[config.mk]
export PLATFORM = sky130hd
export DESIGN_NAME = mole_scheduler_flat
export DESIGN_NICKNAME = d
export VERILOG_FILES = /design/src/rtl/mole_scheduler_if.sv /design/src/rtl/mole_scheduler.sv /design/src/flat_wrapper.sv
export SDC_FILE = /design/constraint.sdc
export NUM_CORES = 1
export LEC_CHECK = 0
export ABC_AREA = 1
export BUFFER_PORTS_ARGS = -buffer_cell sky130_fd_sc_hd__buf_2
export CAP_MARGIN = 20
export CORE_AREA = 2 2 102 104
export CTS_CLUSTER_DIAMETER = 30
export CTS_CLUSTER_SIZE = 40
export DETAILED_ROUTE_END_ITERATION = 8
export DIE_AREA = 0 0 104 106
export PLACE_DENSITY = 0.48
export SYNTH_ARGS = -nofsm -noshare
export SYNTH_HDL_FRONTEND = slang
export SYNTH_SLANG_ARGS = --single-unit
[constraint.sdc]
create_clock -name clk -period 2.95 [get_ports clk]
set_input_delay 0.1475 -clock clk [delete_from_list [all_inputs] [get_ports clk]]
set_output_delay 0.1475 -clock clk [all_outputs]
set_load 0.005 [all_outputs]
[src/rtl/mole_scheduler_if.sv]
// Game-control bus between the whack-a-mole scheduler and its environment.
// master: drives random/start/btn and observes the game outputs.
// slave : the scheduler; consumes random/start/btn and drives the game outputs.
//   random    [7:0] PRNG word, sampled at GAP expiry
//   start           single-cycle game start pulse
//   btn       [7:0] one-hot hit pulses, bit n = mole n
//   mole_idx  [2:0] current or last mole index (7-seg decoder input)
//   mole_vis        high while a mole is up
//   score     [7:0] saturating hit count
//   misses    [3:0] miss count
//   game_over       high in the OVER state
interface mole_scheduler_if;
    logic [7:0] random;
    logic       start;
    logic [7:0] btn;
    logic [2:0] mole_idx;
    logic       mole_vis;
    logic [7:0] score;
    logic [3:0] misses;
    logic       game_over;

    modport master (
        output random,
        output start,
        output btn,
        input  mole_idx,
        input  mole_vis,
        input  score,
        input  misses,
        input  game_over
    );

    modport slave (
        input  random,
        input  start,
        input  btn,
        output mole_idx,
        output mole_vis,
        output score,
        output misses,
        output game_over
    );
endinterface

[src/rtl/mole_scheduler.sv]
// Whack-a-mole game controller: picks a mole from the PRNG word at the end of
// each gap, times the up/gap phases with a tick prescaler, scores one-hot hits
// and ends the game after MISS_LIMIT unhit moles.
// Ports:
//   clk  system clock, rising edge
//   rst  asynchronous active-high reset
//   bus  mole_scheduler_if.slave (random/start/btn in; mole_idx, mole_vis,
//        score, misses, game_over out; all outputs registered)
// Optional feature: define MOLE_NO_REPEAT_EN to forbid the same mole popping
// twice in a row (a repeated pick is bumped to the next index, mod 8).
module mole_scheduler #(
    parameter int unsigned TICK_DIV   = 1000,
    parameter int unsigned UP_TICKS   = 8,
    parameter int unsigned GAP_TICKS  = 4,
    parameter int unsigned MISS_LIMIT = 5
) (
    input  logic             clk,
    input  logic             rst,
    mole_scheduler_if.slave  bus
);

    localparam int unsigned PRE_W = (TICK_DIV > 1) ? $clog2(TICK_DIV) : 1;
    localparam logic [PRE_W-1:0] PRE_LAST  = PRE_W'(TICK_DIV - 1);
    localparam logic [7:0]       UP_LOAD   = 8'(UP_TICKS);
    localparam logic [7:0]       GAP_LOAD  = 8'(GAP_TICKS);
    localparam logic [3:0]       MISS_LAST = 4'(MISS_LIMIT);

    typedef enum logic [1:0] {
        IDLE = 2'd0,
        GAP  = 2'd1,
        UP   = 2'd2,
        OVER = 2'd3
    } state_t;

    state_t           state;
    logic [PRE_W-1:0] prescale;
    logic [7:0]       ticks_left;
    logic [2:0]       mole_idx;
    logic             mole_vis;
    logic [7:0]       score;
    logic [3:0]       misses;
    logic             game_over;

    logic             tick;
    logic             expire;
    logic             hit;
    logic [2:0]       next_idx;
    logic [7:0]       score_inc;
    logic [3:0]       miss_inc;
    logic             unused_random;

    // Only the low three PRNG bits select a mole.
    assign unused_random = ^bus.random[7:3];

    // Phase timing: one tick per prescaler wrap, expiry on the tick that
    // takes the remaining count to zero.
    assign tick   = (prescale == PRE_LAST);
    assign expire = tick && (ticks_left == 8'd1);

    // Only the button under the visible mole counts; others are ignored.
    assign hit = bus.btn[mole_idx];

    assign score_inc = (score == 8'hFF) ? score : 8'(score + 8'd1);
    assign miss_inc  = 4'(misses + 4'd1);

`ifdef MOLE_NO_REPEAT_EN
    // A repeated pick is bumped to the next mole so the player never sees
    // the same hole twice in a row; mole_idx still holds the previous pick.
    assign next_idx = (bus.random[2:0] == mole_idx) ? 3'(mole_idx + 3'd1)
                                                    : bus.random[2:0];
`else
    assign next_idx = bus.random[2:0];
`endif

    // Game state machine; prescaler and tick counter restart on every
    // transition so each phase has an exact length.
    always_ff @(posedge clk or posedge rst) begin
        if (rst) begin
            state      <= IDLE;
            prescale   <= '0;
            ticks_left <= 8'd0;
            mole_idx   <= 3'd0;
            mole_vis   <= 1'b0;
            score      <= 8'd0;
            misses     <= 4'd0;
            game_over  <= 1'b0;
        end else begin
            unique case (state)
                IDLE: begin
                    prescale <= '0;
                    if (bus.start) begin
                        score      <= 8'd0;
                        misses     <= 4'd0;
                        ticks_left <= GAP_LOAD;
                        state      <= GAP;
                    end
                end

                GAP: begin
                    if (expire) begin
                        mole_idx   <= next_idx;
                        mole_vis   <= 1'b1;
                        ticks_left <= UP_LOAD;
                        prescale   <= '0;
                        state      <= UP;
                    end else begin
                        prescale <= tick ? '0 : PRE_W'(prescale + 1'b1);
                        if (tick) begin
                            ticks_left <= 8'(ticks_left - 8'd1);
                        end
                    end
                end

                UP: begin
                    // A hit on the expiry cycle takes priority over the miss.
                    if (hit) begin
                        score      <= score_inc;
                        mole_vis   <= 1'b0;
                        ticks_left <= GAP_LOAD;
                        prescale   <= '0;
                        state      <= GAP;
                    end else if (expire) begin
                        misses   <= miss_inc;
                        mole_vis <= 1'b0;
                        prescale <= '0;
                        if (miss_inc == MISS_LAST) begin
                            ticks_left <= 8'd0;
                            game_over  <= 1'b1;
                            state      <= OVER;
                        end else begin
                            ticks_left <= GAP_LOAD;
                            state      <= GAP;
                        end
                    end else begin
                        prescale <= tick ? '0 : PRE_W'(prescale + 1'b1);
                        if (tick) begin
                            ticks_left <= 8'(ticks_left - 8'd1);
                        end
                    end
                end

                OVER: begin
                    prescale <= '0;
                    if (bus.start) begin
                        score      <= 8'd0;
                        misses     <= 4'd0;
                        game_over  <= 1'b0;
                        ticks_left <= GAP_LOAD;
                        state      <= GAP;
                    end
                end

                default: begin
                    state <= IDLE;
                end
            endcase
        end
    end

    assign bus.mole_idx  = mole_idx;
    assign bus.mole_vis  = mole_vis;
    assign bus.score     = score;
    assign bus.misses    = misses;
    assign bus.game_over = game_over;

endmodule

[src/flat_wrapper.sv]
// flat-port wrapper written by rule: the top's interface ports become plain ports
module mole_scheduler_flat 
#(
    parameter int unsigned TICK_DIV   = 1000,
    parameter int unsigned UP_TICKS   = 8,
    parameter int unsigned GAP_TICKS  = 4,
    parameter int unsigned MISS_LIMIT = 5
)
  (clk, rst, bus_random, bus_start, bus_btn, bus_mole_idx, bus_mole_vis, bus_score, bus_misses, bus_game_over);
  mole_scheduler_if bus_i ();
  input  logic clk;
  input  logic rst;
  input wire logic [$bits(bus_i.random)-1:0] bus_random;
  input wire logic [$bits(bus_i.start)-1:0] bus_start;
  input wire logic [$bits(bus_i.btn)-1:0] bus_btn;
  output wire logic [$bits(bus_i.mole_idx)-1:0] bus_mole_idx;
  output wire logic [$bits(bus_i.mole_vis)-1:0] bus_mole_vis;
  output wire logic [$bits(bus_i.score)-1:0] bus_score;
  output wire logic [$bits(bus_i.misses)-1:0] bus_misses;
  output wire logic [$bits(bus_i.game_over)-1:0] bus_game_over;
  assign bus_i.random = bus_random;
  assign bus_i.start = bus_start;
  assign bus_i.btn = bus_btn;
  assign bus_mole_idx = bus_i.mole_idx;
  assign bus_mole_vis = bus_i.mole_vis;
  assign bus_score = bus_i.score;
  assign bus_misses = bus_i.misses;
  assign bus_game_over = bus_i.game_over;
  mole_scheduler #(.TICK_DIV(TICK_DIV), .UP_TICKS(UP_TICKS), .GAP_TICKS(GAP_TICKS), .MISS_LIMIT(MISS_LIMIT)) u_core (.clk(clk), .rst(rst), .bus(bus_i));
endmodule
==> impl_summary.md, run 1 <==
Synth
Yosys attributes the largest share of cell area to dfrtp_1 38%, nand2_1 12%, nand3_1 6.8%. Averaged over all synthesized cells, the footprint is 7.74 um2. Of all cell types, the one taking the most synthesized area is dfrtp_1.

Counting flops with a built-in enable in the synthesized netlist gives 0. Counting flops with an async set or reset pin after synthesis yields a share of 100%. In the synthesized netlist, the cells that appear most often are 78 x nand2_1, 42 x inv_1, 37 x dfrtp_1. Yosys printed 0 warnings.

The sequential share of the synthesized area is 38.2%. The post-synth net total is 342. The number of distinct library cells after synthesis is 32. The synthesized design contains 37 register bits.

The dominant synthesized flop cell is dfrtp_1. The gate count after technology mapping is 313. The fraction of post-synthesis cell area in the top cell type by area is 38.2%. The cell with the most instances after synthesis is nand2_1. The netlist area before placement is 2420 um2.

Global routing
In the global route stage, overall resource usage came out at 9.61%. The first global-routing pass estimated 8770 um of wire. The initial antenna violation count is 0. Summed over all layers, the global routing overflow is 0. The via count of the first global-routing pass came to 1888. The largest net degree at the start of global routing is 38.

Finish
The post-route core utilization is 28.4%. 0 antenna diodes ended up in the layout. The total number of nets in the final design is 378.

In the final layout, the share of cells above drive strength 1 is 22.1%. The synthesis-to-layout area growth is 17.1%.

Placement
The global placer's final weighted congestion is 0.785. The quantity of I/O buffers inserted on ports is 30. The placed wire-length estimate after detailed placement is 3760 um.

STA
The count of pins over their slew limit is 0. After layout, the worst path uses 69.7% of the clock period. Across the routed clock network, the largest skew measured is 0.00720 ns.

For the pin with the worst max-slew slack, the measured transition is 0.495 ns. Measured against its own limit, the worst slew margin works out to 67.0%. The final number of hold-violating endpoints is 0. After routing, the total negative slack on setup checks comes to 0 ns.

Setup violations remaining at the end of the flow were counted as 0. The worst path needs 2.06 ns of the cycle, external delays included. Setup repair after global routing left no endpoint under its margin. The achievable clock frequency is 0.486 GHz.

Route
The residual DRC count is 0. The first routing iteration left 75 violations. Once detail routing completed, the nets flagged for antenna violations numbered 0. Summing over every cut layer, the via total after detailed routing is 2058.

After detailed routing, the total wire length is 5020 um. Before antenna repair, the detailed router went through 4 iterations. The average wire per cell in the routed design is 10.4 um. In the routed layout, each cell is associated on average with a via count of 4.24.

CTS
The clock transition at the registers of the reported paths is 0.08 ns. The number of buffers created by CTS is 5. The sink count of the clock tree is 37. The clock latency of the later-clocked register in the worst-skew pair is 0.29 ns.

The clock tree from TritonCTS is done. The clock root buffer master is clkbuf_8. In this run the deepest clock path goes through 2 buffers. The level count of the clock H-tree is 2. The quantity of gates resized following cts is 0.

Die
The core region area is 10000 um2. Row generation in the floorplan step produced 37 rows. Measured along the x axis, the die boundary spans 104 um. The die footprint is 11000 um2.

The I/O pin count is 36. From bottom edge to top edge, the die measures 106 um. The effective utilization at floorplan is 24.2%.

Pwr
The worst-case IR drop observed on VDD is 281 uV. In this run, the combinational gates consume 46.4% of the power. The net switching power is 0.923 mW. Net switching is 44.2% of the power. The leakage power is 1.44 nW. The power density over cell area is 735 nW/um2. The internal portion of the total power is 1.16 mW. The share of power burned in registers is 32.9%.

The share of power burned in the clock network is 20.6%.

Critical path
The worst path arrival time is 2.23 ns. For the worst setup path, the data required time is 3.12 ns. The startpoint kind of the worst setup timing path is a register. The worst setup path is of the register to register kind.

The nature of the critical path endpoint is a register. The largest fanout on the critical path is 15.

Status
The run finished with clean final reports.

Flow run
The max capacitance violation total is 0.

Worst hold path
The tightest min-delay check is of the primary input to register type.
power groups by stage:
stage	logic [mW]	clock network, mW	registers [mW]
3_3_place_gp	0.977	0	0.694
4_1_cts	0.990	0.449	0.688
3_5_place_dp	0.984	0	0.697
2_1_floorplan	0.780	0	0.681
5_1_grt	1.12	0.471	0.705
6_report	0.970	0.431	0.687
area by class of cell:
| cell class | instances | area [um2] |
|---|---|---|
| Multi-Input combinational cell | 227 | 1300 |
| Timing Repair Buffer | 32 | 168 |
| Clock inverter | 2 | 35.0 |
| Fill cell | 1111 | 7160 |
| Tap cell | 136 | 170 |
| Clock buffer | 5 | 68.8 |
| Inverter | 46 | 175 |
| Sequential cell | 37 | 926 |
registers in the layout (all words and copies together) (netlist names):
signal / cells
u_core.ticks_left: 8
u_core.bus.mole_vis: 1
u_core.bus.game_over: 1
u_core.bus.mole_idx: 3
u_core.state: 2
u_core.bus.score: 8
u_core.prescale: 10
u_core.bus.misses: 4
through the flow:
stage	total power, mW	area, um2	worst slack [ns]	instances	hold slack (ns)
6_report	2.09	2840	0.893	485	0.0935
3_5_place_dp	1.68	2730	0.879	477	0.298
2_1_floorplan	1.46	2420	1.31	313	0.296
5_1_grt	2.29	2840	0.668	485	0.0856
3_3_place_gp	1.67	2730	0.923	477	0.299
4_1_cts	2.13	2840	0.865	485	0.0857
what timing repair did:
| action | in CTS | in global routing |
|---|---|---|
| buffers inserted | 0 | 0 |
| hold buffers | 1 | 0 |
| hold endpoints to repair | 37 | 0 |
layout by cell type (no fill, tap or decap), drive strengths merged:
master,netlist,final
o21ai,18,18
buf,2,31
a31oi,1,1
dlygate4sd3,0,1
nor3b,1,1
nor2,38,38
nor3,7,7
bufinv,0,1
clkinv,0,1
and3,1,1
nand3,37,37
or2,4,4
nand3b,4,4
nand4,4,4
dfrtp,37,37
clkbuf,1,5
inv,46,46
nand2,86,86
xor2,8,8
ha,10,10
mux2,3,3
a21oi,5,5
kinds of logic after synthesis:
| family | count (synthesis) | synth area share [%] |
|---|---|---|
| AND/OR/NAND/NOR | 182 | 36.9 |
| buffers and inverters | 49 | 8.31 |
| adder cells (fa/ha/maj) | 10 | 5.16 |
| AO/OA/AOI/OAI | 24 | 6.71 |
| multiplexers | 3 | 1.86 |
| flip-flops | 37 | 38.2 |
| XOR/XNOR | 8 | 2.89 |
worst max-delay path, stage by stage (launching register included):
cell and delay (ns):
dfrtp_1 0.42, inv_1 0.06, ha_1 0.33, inv_2 0.15, nor2_2 0.41, inv_2 0.19, nand3_1 0.13, nor2_1 0.06
xor2_1 0.14, nor2_1 0.06
routing by layer:
layer	up-vias	GRT usage, %	part of all wire (%)
li1	1062	-	-
met1	966	12.3	47
met2	28	16.6	50
met3	2	1.47	2.4
met4	0	3.19	0.62
met5	-	0	0
worst paths after layout:
check	start	to	slack [ns]	cells after the start
max	u_core.state[0]	u_core.ticks_left[6]	0.89	9
min	bus_random[2]	u_core.bus.mole_idx[2]	0.09	2
max reg2reg	u_core.state[0]	u_core.ticks_left[6]	0.89	9
min reg2reg	u_core.bus.game_over	u_core.bus.game_over	0.49	2
max in group asynchronous	rst	u_core.bus.misses[1]	2.08	4
min in group asynchronous	rst	u_core.bus.misses[3]	0.50	4
Power figures use the tool's default switching activity.
==> run 2: changes to the inputs <==
- ABC_AREA: 1 -> 0
- CORE_AREA: 2 2 102 104 -> 2 2 100 102
- DIE_AREA: 0 0 104 106 -> 0 0 102 104
- clock period: 2.95 -> 2.2 ns (I/O delays scaled with it)
==> impl_summary.md, run 2 <==
STA
The final period demand of the worst path is 2.18 ns. The final setup skew is 0.00916 ns. Setup violations remaining at the end of the flow were counted as 0. The achievable clock frequency is 0.458 GHz. The count of pins over their slew limit came to 0. The ratio of final minimum period to clock period is 99.3%. At the pin with the least slew margin, the transition time is 0.618 ns.

Setup repair after global routing could not meet its margin everywhere. The final number of hold-violating endpoints is 0. The worst pin sits at a relative slew slack of 58.5%. The final-layout worst hold slack is 0.0501 ns.

Pwr
After layout, the design draws a total of 2.63 mW. Across the VDD grid, the largest voltage drop is 440 uV. For this design the static power due to leakage is 1.32 nW. Dividing total power by cell area gives a power density of 904 nW/um2.

Global routing
Entering global routing, the biggest net connects 38 pins. The initial antenna violation count is 0. The first global-routing pass estimated 9190 um of wire. The via count of the first global-routing pass is 1889. The overall routing resource usage is 10.9%. The remaining global-route overflow is 0.

Critical path
In this run the worst path has a maximum fanout of 5. The startpoint kind of the worst setup timing path is a register. The required time at the endpoint of the critical path is 2.38 ns.

The worst path arrival time is 2.36 ns. The class of the most critical setup path is register to register. The worst setup path is captured at a register.

CTS
The tree built by TritonCTS fans out to 37 sinks. The level count of the clock H-tree is 2. Clock tree synthesis inserted a total of 5 buffers. The maximum clock path buffer count is 2.

The clock latency of the later-clocked register in the worst-skew pair is 0.29 ns. The clock tree from TritonCTS is done. The clock root buffer master is clkbuf_8. The clock transition at the registers of the reported paths is 0.08 ns.

Synth
In this run, synthesis inferred 0 flip-flops with an integrated enable. The cell taking the most area after synthesis is dfrtp_1. The synthesized netlist occupies a cell area of 2310 um2. After synthesis, the netlist uses 56 different library cells. The share of synthesized flip-flops with an asynchronous set or reset is 100%. The sequential share of the synthesized area is 40.1%. The cell with the most instances after synthesis is dfrtp_1.

The mean post-synth cell area is 10.0 um2. The gate count after technology mapping is 230. Sorting the synthesized cells by area gives the leading types as dfrtp_1 40%, ha_1 5.4%, nor2_1 3.1%. The post-synth net total is 259. After synthesis the netlist holds a flip-flop and latch count of 37. By count the netlist is led by 37 x dfrtp_1, 19 x nor2_1, 13 x inv_1. The fraction of post-synthesis cell area in the top cell type by area is 40.1%. The count of yosys warnings during synthesis is 0. For this run, the leading register cell type out of synthesis is dfrtp_1.

Placement
The global placer's final weighted congestion is 0.774. The quantity of I/O buffers inserted on ports is 30. After legalization and detailed placement, the total HPWL measured 4070 um.

Route
Using the TritonRoute via totals, the vias-per-cell ratio works out to 4.58. Once detail routing completed, the nets flagged for antenna violations numbered 0. The starting DRC count in detailed routing is 61. The total routed wirelength is 5520 um. The pre-antenna-repair detailed-routing pass consisted of 4 iterations. The average wire per cell in the routed design is 13.2 um. The residual DRC count is 0.

Detailed routing inserted a total of 1919 vias.

Finish
The layout cell share with drive strength beyond 1 is 30.1%. The register name with the most flops is u_core.prescale. Leaving out fill and tap cells, the most frequent cell in the layout is dfrtp_1. The number of antenna repair diodes is 0. In the layout the commonest cells are 36 x dfrtp_1, 30 x buf_2, 21 x buf_4.

The register with the most flip-flops in the layout has 10 of them. The synthesis-to-layout area growth is 26.2%. The total number of nets in the final design is 314.

The multi-input combinational cells in the finished layout cover a total of 1330 um2. The sequential cell area is 927 um2. The layout has 1067 filler cells.

The largest registers in the layout are u_core.prescale: 10 flops, u_core.bus.score: 8 flops, u_core.ticks_left: 8 flops.

Flow run
Max-cap violations in this run came to 0.

Die
The row count is 36. The core region area is 9550 um2. The die is 102 um wide.

Pin placement for this block handled 36 I/O pins. The die covers 10600 um2. The initial utilization of the core area, before any placement, comes to 24.2%.

The height of the die is 104 um.

Worst hold path
The class of the tightest hold or removal check is primary input to register.

Status
The flow ran to the end, and the final reports show no timing, DRC or antenna violations.
==> run 2: changes by cell type after synthesis, sizes merged, moves of 5 or more <==
| cell | change |
|---|---|
| mux2 | +5 |
| nand3 | -24 |
| o21ai | -6 |
| a21oi | +7 |
| mux2i | +6 |
| or3 | +5 |
| xnor2 | +7 |
| nand2 | -73 |
| nor2 | -18 |
| nor4 | +5 |
| inv | -33 |
==> run 2: where the power goes <==
group | internal, mW | total [mW] | switching, mW
Sequential | 0.773 | 0.880 | 0.108
Clock | 0.254 | 0.515 | 0.261
Combinational | 0.543 | 1.24 | 0.695
Total | 1.57 | 2.63 | 1.06
==> run 2: cell families (layout without fill, tap and decap cells) <==
| group | after synthesis | in the layout | share of synthesized area [%] |
|---|---|---|---|
| XOR/XNOR | 13 | 13 | 4.93 |
| multiplexers | 16 | 16 | 9.11 |
| AO/OA/AOI/OAI | 48 | 48 | 14.3 |
| adder cells (fa/ha/maj) | 10 | 10 | 5.42 |
| buffers and inverters | 19 | 75 | 3.31 |
| AND/OR/NAND/NOR | 87 | 87 | 22.9 |
| flip-flops | 37 | 37 | 40.1 |
==> run 2: per-stage QoR <==
stage / util, % / setup TNS (ns) / cell area, um2 / std cells / worst slack, ns
final: 30.5 / 0 / 2910 / 419 / 0.0155
after global routing: 30.5 / -0.389 / 2910 / 419 / -0.0498
after CTS: 30.1 / -0.00585 / 2870 / 418 / -0.00522
after detailed placement: 28.9 / -0.00219 / 2760 / 408 / -0.00219
after global placement: 28.9 / -0.00143 / 2760 / 408 / -0.00143
after floorplan: - / 0 / 2310 / 230 / 0.0323
==> run 2: critical path, stage by stage, from the launching register on <==
cell	delay (ns)
dfrtp_1	0.38
or4_4	0.54
or4b_4	0.56
nor2_8	0.19
nand2_4	0.09
mux2_4	0.30
==> run 2: what timing repair did <==
| action | in CTS | in global routing |
|---|---|---|
| hold buffers | 1 | 0 |
| setup buffers | 1 | 1 |
| gates resized for setup | 1 | 7 |
| setup endpoints to repair | 11 | 22 |
| endpoints found under the hold margin | 37 | 0 |
| pin swaps | 1 | 8 |
==> run 2: final cells by class <==
class / instances / share of cell area [%]
clock buffers: 6 / 2.84
clock inverters: 2 / 0.473
inverters: 13 / 1.68
multi-input cells: 174 / 45.8
flip-flops and latches: 37 / 31.8
well taps: 133 / 5.71
repair buffers: 54 / 11.7
==> run 2: worst paths after layout <==
check                      slack (ns)                      to  cells after the start                  from
max                              0.02  u_core.bus.mole_idx[0]                      5  u_core.ticks_left[3]
min                              0.05  u_core.bus.mole_idx[2]                      2         bus_random[2]
max reg2reg                      0.02  u_core.bus.mole_idx[0]                      5  u_core.ticks_left[3]
min reg2reg                      0.48     u_core.bus.mole_vis                      1   u_core.bus.mole_vis
max in group asynchronous        1.35  u_core.bus.mole_idx[1]                      4                   rst
min in group asynchronous        0.47     u_core.bus.score[6]                      4                   rst
==> run 2: layer usage <==
layer	vias to the layer above	routed length (um)	share of wire [%]	GRT usage, %
met2	27	2560	46	16.8
met5	-	0	0	0
met4	0	67	1.2	3.71
li1	956	-	-	-
met1	931	2720	49	15.1
met3	5	164	3.0	2.15
